--- config.mk ---
export PLATFORM = sky130hd
export DESIGN_NAME = spi_reg_master
export DESIGN_NICKNAME = d
export VERILOG_FILES = /design/src/rtl/spi_reg_master.sv
export SDC_FILE = /design/constraint.sdc
export NUM_CORES = 1
export LEC_CHECK = 0
export ABC_AREA = 1
export BUFFER_PORTS_ARGS = -buffer_cell sky130_fd_sc_hd__buf_2
export CORE_AREA = 2 2 100 102
export DETAILED_ROUTE_END_ITERATION = 10
export DIE_AREA = 0 0 102 104
export MAX_ROUTING_LAYER = met4
export PLACE_DENSITY_LB_ADDON = 0.05
export SYNTH_ARGS = -nofsm -noshare
export SYNTH_HDL_FRONTEND = slang
export SYNTH_SLANG_ARGS = --single-unit
export TNS_END_PERCENT = 50
--- constraint.sdc ---
create_clock -name clk_i -period 1.6 [get_ports clk_i]
set_input_delay 0.16 -clock clk_i [delete_from_list [all_inputs] [get_ports clk_i]]
set_output_delay 0.16 -clock clk_i [all_outputs]
set_load 0.05 [all_outputs]
--- src/rtl/spi_reg_master.sv ---
// spi_reg_master: host-side SPI mode-0 master issuing one register transaction
// per start request. Frame = {wen, addr[6:0]} followed by size data bytes,
// MSB first. Write bytes are pulled from wdata_i with a one-cycle wdata_rd_o
// handshake; read bytes are returned on rdata_o with a one-cycle rdata_valid_o.
//
// state | meaning
// ------+---------------------------------------------------------------
// IDLE  | CSN high, SCLK low, waiting for start_i
// LEAD  | one half period with CSN low and SCLK low before the first edge
// SHIFT | SCLK toggles every half period; 16 half periods per byte
// TRAIL | one half period with SCLK low after the last falling edge
// GAP   | one half period with CSN high, then DONE and back to IDLE
`timescale 1ns/1ps
module spi_reg_master #(
    parameter int CLK_DIV = 2,
    parameter int SIZE_W  = 12
) (
    input  logic              clk_i,
    input  logic              rst_ni,
    input  logic              start_i,
    input  logic              wen_i,
    input  logic [6:0]        addr_i,
    input  logic [SIZE_W-1:0] size_i,
    input  logic [7:0]        wdata_i,
    output logic              wdata_rd_o,
    output logic [7:0]        rdata_o,
    output logic              rdata_valid_o,
    output logic              busy_o,
    output logic              done_o,
    output logic              spi_clk_o,
    output logic              spi_mosi_o,
    input  logic              spi_miso_i,
    output logic              spi_csn_o
);

    localparam int               CNT_W   = (CLK_DIV > 1) ? $clog2(CLK_DIV) : 1;
    localparam logic [CNT_W-1:0] CNT_MAX = CNT_W'(CLK_DIV - 1);

    typedef enum logic [2:0] {
        IDLE  = 3'd0,
        LEAD  = 3'd1,
        SHIFT = 3'd2,
        TRAIL = 3'd3,
        GAP   = 3'd4
    } state_e;

    state_e            state_q;
    logic [CNT_W-1:0]  cnt_q;
    logic [7:0]        tx_q;      // tx_q[7] is the bit currently on MOSI
    logic [7:0]        rx_q;
    logic [2:0]        bit_q;
    logic [SIZE_W-1:0] left_q;
    logic              wen_q;
    logic              addr_ph_q; // current byte is the address byte
    logic              sclk_q;
    logic              csn_q;
    logic              busy_q;
    logic              done_q;
    logic              wrd_q;
    logic              rvld_q;
    logic [7:0]        rdata_q;
    logic              tick;

    assign tick = (state_q != IDLE) && (cnt_q == CNT_MAX);

    // Half-period counter: free-runs outside IDLE, wraps on every tick.
    always_ff @(posedge clk_i or negedge rst_ni) begin
        if (!rst_ni) begin
            cnt_q <= '0;
        end else if ((state_q == IDLE) || tick) begin
            cnt_q <= '0;
        end else begin
            cnt_q <= cnt_q + CNT_W'(1);
        end
    end

    // Transaction FSM with registered serial outputs and handshake pulses.
    always_ff @(posedge clk_i or negedge rst_ni) begin
        if (!rst_ni) begin
            state_q   <= IDLE;
            tx_q      <= '0;
            rx_q      <= '0;
            bit_q     <= '0;
            left_q    <= '0;
            wen_q     <= 1'b0;
            addr_ph_q <= 1'b0;
            sclk_q    <= 1'b0;
            csn_q     <= 1'b1;
            busy_q    <= 1'b0;
            done_q    <= 1'b0;
            wrd_q     <= 1'b0;
            rvld_q    <= 1'b0;
            rdata_q   <= '0;
        end else begin
            wrd_q  <= 1'b0;
            rvld_q <= 1'b0;
            done_q <= 1'b0;
            case (state_q)
                IDLE: begin
                    if (start_i) begin
                        wen_q     <= wen_i;
                        left_q    <= size_i;
                        tx_q      <= {wen_i, addr_i};
                        bit_q     <= '0;
                        addr_ph_q <= 1'b1;
                        sclk_q    <= 1'b0;
                        csn_q     <= 1'b0;
                        busy_q    <= 1'b1;
                        state_q   <= LEAD;
                    end
                end
                LEAD: begin
                    if (tick) begin
                        state_q <= SHIFT;
                    end
                end
                SHIFT: begin
                    if (tick) begin
                        if (!sclk_q) begin
                            sclk_q <= 1'b1;
                            rx_q   <= {rx_q[6:0], spi_miso_i};
                        end else begin
                            sclk_q <= 1'b0;
                            if (bit_q != 3'd7) begin
                                bit_q <= bit_q + 3'd1;
                                tx_q  <= {tx_q[6:0], 1'b0};
                            end else begin
                                bit_q     <= '0;
                                addr_ph_q <= 1'b0;
                                if (!wen_q && !addr_ph_q) begin
                                    rdata_q <= rx_q;
                                    rvld_q  <= 1'b1;
                                end
                                if (left_q != '0) begin
                                    left_q <= left_q - SIZE_W'(1);
                                    if (wen_q) begin
                                        tx_q  <= wdata_i;
                                        wrd_q <= 1'b1;
                                    end else begin
                                        tx_q <= 8'h00;
                                    end
                                end else begin
                                    tx_q    <= 8'h00;
                                    state_q <= TRAIL;
                                end
                            end
                        end
                    end
                end
                TRAIL: begin
                    if (tick) begin
                        csn_q   <= 1'b1;
                        state_q <= GAP;
                    end
                end
                GAP: begin
                    if (tick) begin
                        done_q  <= 1'b1;
                        busy_q  <= 1'b0;
                        state_q <= IDLE;
                    end
                end
                default: begin
                    state_q <= IDLE;
                end
            endcase
        end
    end

    assign wdata_rd_o    = wrd_q;
    assign rdata_o       = rdata_q;
    assign rdata_valid_o = rvld_q;
    assign busy_o        = busy_q;
    assign done_o        = done_q;
    assign spi_clk_o     = sclk_q;
    assign spi_mosi_o    = tx_q[7];
    assign spi_csn_o     = csn_q;

endmodule

Yosys cells after proc, flatten, opt, wreduce, memory -nomap -nowiden

Index checks and enable logic that the tools add are counted.
Widths: inputs -> output; s select.

Bits in latches: 0
Memory bits (writable): 0
Logic and storage cells: 109
Output and inout port bits: 15
Flip-flop bits (word level): 51
Memory bits (read-only): 0
Input bits: 32
Memories: 0

$add $sub $neg: 3
Shifts and indexed selects: 0
Magnitude comparators: 0
Equal/unequal tests: 14
Div/mod/pow operators: 0
Multiply operators: 0
Muxes and demuxes: 54
Reduce and logical (&&, ||, !) cells: 21
Bitwise operators: 2

Operators with widths:

| kind                  | number |
|---|---|
| $mux 12               | 5 |
| $mux 8                | 6 |
| $mux 3                | 12 |
| $pmux 12 s2           | 1 |
| $mux 1                | 23 |
| $ne 2x2->1 const B    | 9 |
| $pmux 8 s2            | 1 |
| $pmux 3 s5            | 1 |
| $reduce_and 3->1      | 4 |
| $reduce_bool 12->1    | 1 |
| $sub 12x1->12 const B | 1 |
| $reduce_and 5->1      | 2 |
| $pmux 1 s2            | 4 |
| $reduce_and 8->1      | 1 |
| $eq 3x2->1 const B    | 2 |
| $pmux 3 s2            | 1 |
| $reduce_and 6->1      | 1 |
| $reduce_bool 2->1     | 3 |
| $reduce_and 4->1      | 1 |
| $add 3x1->3 const B   | 1 |
| $eq 3x1->1 const B    | 1 |
| $eq 3x3->1 const B    | 1 |
| $logic_not 3->1       | 1 |
| $ne 3x3->1 const B    | 1 |
| 7 further kinds       | 10 |

Longest topological paths before layout

Gate-level depths: netlist of the first run.

Word-level depth: 7
Gate-level depth with buffers: 11
Gate-level depth less buffers: 11

Worst setup path after synthesis of the first run

No wires, ideal clock.

Path type: reg2reg
Start: register sclk_q (netlist: spi_clk_o)
End: register rdata_q[0] (netlist: rdata_o[0])
Required time: 1.474 ns
Path buffers: 1
Cell stages (with the launch flop): 5
Library setup time: 0.126 ns
Setup slack: -0.002 ns
Data arrival time: 1.476 ns
Clock period less this slack: 1.602 ns
Path through: dfrtp_1 > nand2_1 > nor4_4 > buf_4 > o21ai_0

Longest elaborated chain between the ends: 1

RTL lines:

| item                              | RTL line | source |
|---|---|---|
| start: declaration                | 55       | `logic sclk_q;` |
| start signal: assignment          | 87       | `sclk_q <= 1'b0;` |
| start signal: assignment          | 106      | `sclk_q <= 1'b0;` |
| start signal: assignment          | 120      | `sclk_q <= 1'b1;` |
| $reduce_and 5->1 (no source line) | -        |  |
| end signal: assignment            | 131      | `rdata_q <= rx_q;` |
| end: declaration                  | 61       | `logic [7:0] rdata_q;` |

No other way between the ends.
A chain may end at the register's enable or synchronous reset.

Final worst setup path of the first run

Start: register bit_q[1]
End: register left_q[6]

Longest elaborated chain between the ends: 3

RTL lines:

| item                              | RTL line | source |
|---|---|---|
| start: declaration                | 51       | `logic [2:0] bit_q;` |
| start signal: assignment          | 125      | `bit_q <= bit_q + 3'd1;` |
| $ne 3x3->1                        | 124      | `if (bit_q != 3'd7) begin` |
| $ne 2x2->1 (no source line)       | -        |  |
| $reduce_and 6->1 (no source line) | -        |  |
| end signal: assignment            | 102      | `left_q <= size_i;` |
| end signal: assignment            | 135      | `left_q <= left_q - SIZE_W'(1);` |
| end: declaration                  | 52       | `logic [SIZE_W-1:0] left_q;` |

No other way between the ends.

==> results of run 1 <==
tightest hold or removal path: stages:
cell     delay, ps
buf_2           80
nand3_1         60
nand2_1         60
metrics by stage:
stage	utilization	area, µm²	worst slack, ps	power [mW]
after floorplan	-	2729	91.01	4.451
after global placement	0.3454	3298	56.92	5.598
after detailed placement	0.3454	3298	37.66	5.592
after CTS	0.3565	3405	12.89	6.448
after global routing	0.3681	3515	-18.86	7.188
final	0.3681	3515	81.49	6.567
path summary, 6_finish.rpt:
check / end / slack (ps) / cells past startpoint / startpoint
min in group asynchronous: rdata_valid_o / 370 / 3 / rst_ni
max in group asynchronous: spi_csn_o / 940 / 3 / rst_ni
worst max-delay path: left_q[6] / 80 / 10 / bit_q[1]
worst min-delay path: rx_q[0] / 80 / 3 / spi_miso_i
worst min register to register: spi_csn_o / 470 / 2 / spi_csn_o
worst max register to register: left_q[6] / 80 / 10 / bit_q[1]
cell usage in the layout (no fill, tap or decap), drive strengths merged, types with 2 or more instances in the layout:
cell type / Yosys / layout
clkbuf: 2 / 6
nand4: 10 / 10
a21oi: 13 / 13
ha: 4 / 4
o21bai: 3 / 3
inv: 39 / 41
buf: 7 / 75
nand3: 22 / 22
nor2: 37 / 37
o21ai: 27 / 27
dfrtp: 50 / 50
nand2: 144 / 144
nor4: 2 / 2
power by group through the flow:
stage / logic (mW) / clock network (mW) / registers [mW]
after floorplan: 2.19 / 0 / 2.26
after global placement: 3.42 / 0 / 2.18
after detailed placement: 3.42 / 0 / 2.17
after CTS: 3.43 / 0.867 / 2.15
after global routing: 4.04 / 0.897 / 2.25
final: 3.57 / 0.819 / 2.18
logic make-up after synthesis:
group                      count (synthesis)  share of synthesized area
AOI/OAI and AO/OA                         45                    0.08945
buffers and inverters                     48                    0.07660
adders and majority gates                  4                    0.01835
DFF                                       51                     0.4684
and+or+nand+nor                          216                     0.3472
area by class of cell:
type,count,area share
clock buffer,5,0.01958
timing repair buffer,77,0.1492
inverter,39,0.04308
tap,133,0.04735
clock inverter,3,0.007832
multi-input combinational,265,0.3685
sequential,51,0.3645
routing by layer:
layer,up-vias,GRT usage
met5,-,-
met4,0,0.03429
met3,4,0.02621
met2,50,0.2119
met1,1135,0.1900
li1,1300,-
repair_timing:
action | 4_1_cts | 5_1_grt
hold buffers | 1 | 0
setup buffers | 0 | 3
setup endpoints to repair | 0 | 38
endpoints found under the hold margin | 50 | 0
resized for setup | 0 | 25
registers in the layout (all words and copies together) (netlist names):
| register | count |
|---|---|
| bit_q | 3 |
| wen_q | 1 |
| spi_clk_o | 1 |
| spi_csn_o | 1 |
| rdata_valid_o | 1 |
| rx_q | 8 |
| addr_ph_q | 1 |
| rdata_o | 8 |
| state_q | 3 |
| cnt_q | 1 |
| done_o | 1 |
| left_q | 12 |
| tx_q | 8 |
| busy_o | 1 |
| wdata_rd_o | 1 |
==> impl_metrics.yaml, run 1 <==
status:
  status: "finished, final reports clean"
setup_path:
  worstPathCellList: "ha_2, ha_4, nand2_2, nand2_2, nand2_4, nor2_4, nand2_4, buf_12, nand2_1, nand2_2"
  critPathRequiredTime_ps: 1800
  cpMostUsedCell: "nand2_2"
  arrival_ps: 1720
  cp-end-kind: "flop"
  slowest_stage: "dfrtp_1"
  cp_num_buf_inv: 1
  critical-path-top-delay-family: "simple AND/OR/NAND/NOR gates"
  worst_setup_path_start_kind: "flop"
  critPathMaxStageDelay_ps: 370
  worstPathMaxFanout: 8
  path_class: "reg -> reg"
logic_synthesis:
  syn_area_um2: 2728
  yosys_warnings: 0
  async_flop_share: 1.000
  synth_edf_count: 0
  seq_area_frac_synth: 0.4683
  synth.most_common_cell: "nand2_1"
  synth_area_per_cell_um2: 7.493
  syn_inst: 364
  synth_flop_cell: "dfrtp_1"
  synth_area_leaders: "dfrtp_1 46%, nand2_1 19%, inv_1 4.7%"
  syn_nets: 400
  netlist.area_leader.share: 0.4587
  synthTopCellsByCount: "137 x nand2_1, 50 x dfrtp_1, 34 x inv_1, 34 x nor2_1, 24 x o21ai_0"
  ys_types: 29
  ys_ff_latch: 51
  synth_top_area_cell: "dfrtp_1"
sta:
  finClkSkew_ps: 4.425
  hold_viol: 0
  max_freq_ghz: 0.6585
  setup_viol: 0
  rsz0062_at_grt: "true"
  finalMaxSlewViolations: 0
  fin_crit_sh: 0.9491
  tightest_slew_ps: 296.5
  holdWs_ps: 81.13
  fin_setup_tns_ps: 0
  period_needed_ps: 1519
  maxSlewHeadroom: 0.8024
clock_tree:
  numCtsBuffers: 5
  clock-sinks: 51
  root_buffer: "clkbuf_8"
  clk_latency_ps: 310
  cts_tree: "built"
  clock_path_buffers: 2
  clk_pin_slew_ps: 110
  cts_max_level: 2
power_and_ir_drop:
  p_per_area_nw_per_um2: 1869
  power.internal_mw: 3.500
  p_sw_mw: 3.067
  clockPowerShare: 0.125
  p_leak_nw: 1.806
  share_comb_of_total_power: 0.544
  sw_frac_of_total: 0.4671
  ir_worst_vdd_mv: 1.014
  p_seq_frac: 0.331
route:
  wl_met3_um: 284
  firstDrtPassIters: 4
  wirelength_um: 6879
  post_drt_wl_per_cell_um: 12.01
  viasPerCell: 4.344
  dr_wl_met2_um: 3068
  vias: 2489
  wl_met1_um: 3472
  ant_nets: 0
  top_layer_used: "met4"
  route.detailed.drc: 0
  dr.first_iter.drc_count: 78
grt:
  antenna_found_initial: 0
  grt_pass1_wl_um: 11590
  grt_pass1_vias: 2462
  grt_max_degree: 52
  grt_usage: 0.1388
  grt-ovfl-total: 0
cells_and_area:
  nets: 475
  regArea_um2: 1281
  fin_cells: 573
  fillCellCount: 1062
  num_antenna_cells: 0
  area_growth_pct: 28.85
  drive_above_1_share: 0.2864
  multi_input_area_um2: 1295
floorplanning:
  initial_core_util: 0.2856
  core-area_um2: 9549
  die_h_um: 104
  die-area_um2: 10610
  top_level_ports: 47
  num_rows: 36
  die_w_um: 102
placement:
  numPortBuffers: 46
  place_hpwl_um: 4845
  dp.cells: 560
  gp_congestion: 0.7674
job:
  drv_cap: 0
hold_path:
  hold_class: "in -> reg"
No activity file was read; power rests on OpenSTA's default activity.
==> run 2: changes to the inputs <==
Settings changed: ABC_AREA 1 to unset, CORE_AREA 2 2 100 102 to 2 2 98 100, DIE_AREA 0 0 102 104 to 0 0 100 102, PLACE_DENSITY set to 0.54, PLACE_DENSITY_LB_ADDON 0.05 to unset.
==> impl_metrics.yaml, run 2 <==
logic_synthesis:
  seq_area_frac_synth: 0.4913
  synthTopCellsByCount: "50 x dfrtp_1, 21 x nor2_1, 19 x a21oi_1"
  synth_top_area_cell: "dfrtp_1"
  ys_types: 42
  ys_ff_latch: 51
  syn_nets: 293
  synth_area_leaders: "dfrtp_1 48%, mux2_4 4.6%, mux2_2 4.3%"
  yosys_warnings: 0
  synth.most_common_cell: "dfrtp_1"
  synth_flop_cell: "dfrtp_1"
  syn_area_um2: 2600
  netlist.area_leader.share: 0.4812
  syn_inst: 257
  synth_area_per_cell_um2: 10.12
  synth_edf_count: 0
  async_flop_share: 1.000
placement:
  place_area_um2: 3316
  place_hpwl_um: 4725
  numPortBuffers: 46
  gp_congestion: 0.7514
status:
  stop_error: "[ERROR DRT-0255] Maze Route cannot find path of net clk_i in worker of routeBox ( 48300 0 ) ( 100000 48300 )."
  haltStage: "detailed routing (5_2_route)"
  status: "did not finish"
clock_tree:
  numCtsBuffers: 5
  clock_path_buffers: 2
  root_buffer: "clkbuf_8"
  clock-sinks: 51
  cts_max_level: 2
grt:
  grt_pass1_vias: 2390
  grt_usage: 0.1481
  grt-ovfl-total: 0
  grt_max_degree: 52
  grt_pass1_wl_um: 11650
  antenna_found_initial: 0
floorplanning:
  die_h_um: 102
  die_w_um: 100
  top_level_ports: 47
  initial_core_util: 0.2854
  num_rows: 35
sta:
  worstEndpointGrtRepair: "rdata_o[6]$_DFFE_PN0P_/D"
  worst_endpoint_kind: "sequential cell input"
-- run 2: cell types whose count changed after synthesis, moves of 6 or more --
| cell | delta |
|---|---|
| a31oi_1 | +16 |
| nor2_1 | -13 |
| o21ai_0 | -13 |
| nand3_1 | -12 |
| mux2_2 | +10 |
| a21oi_1 | +6 |
| nand2_1 | -124 |
| clkbuf_1 | +11 |
| mux2_4 | +8 |
| inv_1 | -23 |
| nor3b_1 | +10 |
-- run 2: cells by family after synthesis --
logic type,after synthesis,synth area share
buf+inv,28,0.04716
compound gates,70,0.1689
xor+xnor,1,0.003369
fa+ha+maj,4,0.01925
simple gates,83,0.1728
mux,20,0.09721
flops,51,0.4913
-- run 2: per-stage QoR --
step	setup WS (ps)	hold WS [ps]	std cells	TNS, ps
after floorplan	-431.8	-135.6	257	-4195
after global placement	-353.7	176.8	447	-7002
after detailed placement	-386.0	179.9	447	-7929
after CTS	-362.0	69.70	465	-6615
after global routing	-429.2	80.73	475	-7869
-- run 2: timing repair --
item | in CTS | in global routing
hold endpoints to repair | 50 | 0
hold buffers | 1 | 0
endpoints found under the setup margin | 40 | 42
pin swaps | 15 | 15
gates cloned | 2 | 1
resized for setup | 25 | 62
buffers inserted | 7 | 11
-- run 2: metal layers --
metal / global-route usage
met1: 0.1815
met2: 0.2521
met3: 0.02668
met4: 0.04215
met5: -
==> run 3: changes to the inputs <==
Settings changed: CORE_AREA 2 2 98 100 to 2 2 118 120, DIE_AREA 0 0 100 102 to 0 0 120 122, MAX_ROUTING_LAYER met4 to unset, PLACE_DENSITY 0.54 to unset, PLACE_DENSITY_LB_ADDON set to 0.15.
Clock period 1.6 ns to 2.1 ns, I/O delays scaled along.
==> impl_metrics.yaml, run 3 <==
cells_and_area:
  largest_reg_flops: 12
  num_antenna_cells: 0
  final_common_cell: "dfrtp_1"
  top_register: "left_q"
  fillCellCount: 1473
  final_area_um2: 3369
  drive_above_1_share: 0.3458
  nets: 356
  fin_cells: 501
  layout_common_cells: "50 x dfrtp_1, 46 x buf_2, 24 x buf_4"
  area_growth_pct: 29.60
power_and_ir_drop:
  p_sw_uw: 493.0
  p_per_area_nw_per_um2: 593.1
  p_leak_nw: 1.569
  share_comb_of_total_power: 0.058
  ir_worst_vdd_mv: 0.3541
  p_seq_frac: 0.507
  sw_frac_of_total: 0.2467
  clockPowerShare: 0.435
  power.internal_mw: 1.505
logic_synthesis:
  synth_area_per_cell_um2: 10.12
  yosys_warnings: 0
  synth_area_leaders: "dfrtp_1 48%, mux2_4 4.6%, mux2_2 4.3%"
  syn_area_um2: 2600
  ys_types: 42
  netlist.area_leader.share: 0.4812
  synth_flop_cell: "dfrtp_1"
  seq_area_frac_synth: 0.4913
  syn_nets: 293
  synthTopCellsByCount: "50 x dfrtp_1, 21 x nor2_1, 19 x a21oi_1"
  ys_ff_latch: 51
  synth_top_area_cell: "dfrtp_1"
  async_flop_share: 1.000
  synth.most_common_cell: "dfrtp_1"
  syn_inst: 257
  synth_edf_count: 0
setup_path:
  slowest_stage: "dfrtp_1"
  path_class: "reg -> reg"
  critical-path-top-delay-family: "simple AND/OR/NAND/NOR gates"
  worstPathMaxFanout: 4
  arrival_ps: 2230
  critPathMaxStageDelay_ps: 370
  worst_setup_path_start_kind: "flop"
  cp_num_buf_inv: 1
  r2r_slack_ps: 50
  critPathRequiredTime_ps: 2290
  worstPathCellList: "ha_2, ha_2, nand2_1, or3_4, or3_4, buf_4, mux2_4"
  cp-end-kind: "flop"
placement:
  numPortBuffers: 46
  dp.cells: 489
  gp_congestion: 0.7509
  place_hpwl_um: 4989
  place_area_um2: 3164
job:
  drv_cap: 0
hold_path:
  hold_class: "in -> reg"
clock_tree:
  cts_max_level: 2
  cts_tree: "built"
  clk_pin_slew_ps: 80
  root_buffer: "clkbuf_16"
  numCtsBuffers: 5
  clk_latency_ps: 300
  clock_path_buffers: 2
  clock-sinks: 51
floorplanning:
  num_rows: 43
  core-area_um2: 13500
  die-area_um2: 14640
  initial_core_util: 0.1925
  top_level_ports: 47
  die_h_um: 122
  die_w_um: 120
sta:
  setup_viol: 0
  period_needed_ps: 2046
  finalMaxSlewViolations: 0
  fin_setup_tns_ps: 0
  hold_viol: 0
  max_freq_ghz: 0.4887
  maxSlewHeadroom: 0.5943
  tightest_slew_ps: 608.6
  finClkSkew_ps: 7.598
  fin_crit_sh: 0.9744
route:
  vias: 2182
  viasPerCell: 4.355
  firstDrtPassIters: 4
  route.detailed.drc: 0
  post_drt_wl_per_cell_um: 14.21
  ant_nets: 0
  wirelength_um: 7119
  dr.first_iter.drc_count: 74
grt:
  grt_max_degree: 29
  antenna_found_initial: 0
  grt_usage: 0.09881
  grt-ovfl-total: 0
  grt_pass1_vias: 2211
  grt_pass1_wl_um: 11410
status:
  status: "finished, final reports clean"
run 3: power groups by stage:
stage / clock (mW) / sequential, mW / combinational (mW)
finish: 0.870 / 1.01 / 0.116
global route: 0.963 / 1.02 / 0.128
CTS: 0.906 / 1.01 / 0.120
detailed placement: 0 / 1.03 / 0.118
global placement: 0 / 1.03 / 0.118
floorplan: 0 / 1.05 / 0.0255
run 3: per-stage QoR:
stage               setup slack [ps]  total power [mW]  utilization  hold WS [ps]
finish                         53.75             1.998       0.2495         151.0
global placement               122.8             1.150       0.2343         263.6
floorplan                      40.76             1.078            -        -85.59
CTS                            56.81             2.039       0.2465         152.7
detailed placement             71.41             1.150       0.2343         258.4
global route                  -1.203             2.107       0.2495         146.8
run 3: worst paths after layout:
check	startpoint	end	cells after the start
min in group asynchronous	rst_ni	rdata_o[4]	2
setup / recovery	bit_q[0]	rdata_o[6]	7
setup reg to reg	bit_q[0]	rdata_o[6]	7
max in group asynchronous	rst_ni	tx_q[4]	3
hold / removal	wen_i	wen_q	3
hold reg to reg	rx_q[7]	rdata_o[7]	1
run 3: tightest hold or removal path, cell delays in order:
cell and delay (ps):
buf_2 100, nand2_1 40, o21ai_0 60
run 3: cell type report:
cell class | instances | area [µm²] | area share
sequential | 51 | 1277 | 0.3791
multi-input combinational | 178 | 1220 | 0.3620
timing repair buffer | 73 | 451.7 | 0.1341
tap | 180 | 225.2 | 0.06684
clock buffer | 5 | 125.1 | 0.03713
inverter | 11 | 41.29 | 0.01225
clock inverter | 3 | 28.78 | 0.008541
run 3: timing repair:
action / in CTS / in global routing
hold buffers: 1 / 0
gates resized for setup: 0 / 7
endpoints found under the setup margin: 0 / 8
endpoints found under the hold margin: 22 / 0
setup buffers: 0 / 2
run 3: cell families after synthesis:
family	Yosys count	share of synthesized area
and+or+nand+nor	83	0.1728
AOI/OAI and AO/OA	70	0.1689
DFF	51	0.4913
buffers and inverters	28	0.04716
muxes	20	0.09721
adders and majority gates	4	0.01925
xor gates and xnor gates	1	0.003369
run 3: per-layer routing:
| metal | GRT usage | wire length [µm] | vias to the layer above |
|---|---|---|---|
| li1 | - | - | 1070 |
| met1 | 0.1309 | 3529 | 1066 |
| met2 | 0.1626 | 3280 | 40 |
| met3 | 0.02247 | 244 | 6 |
| met4 | 0.02574 | 65 | 0 |
| met5 | 0 | 0 | - |
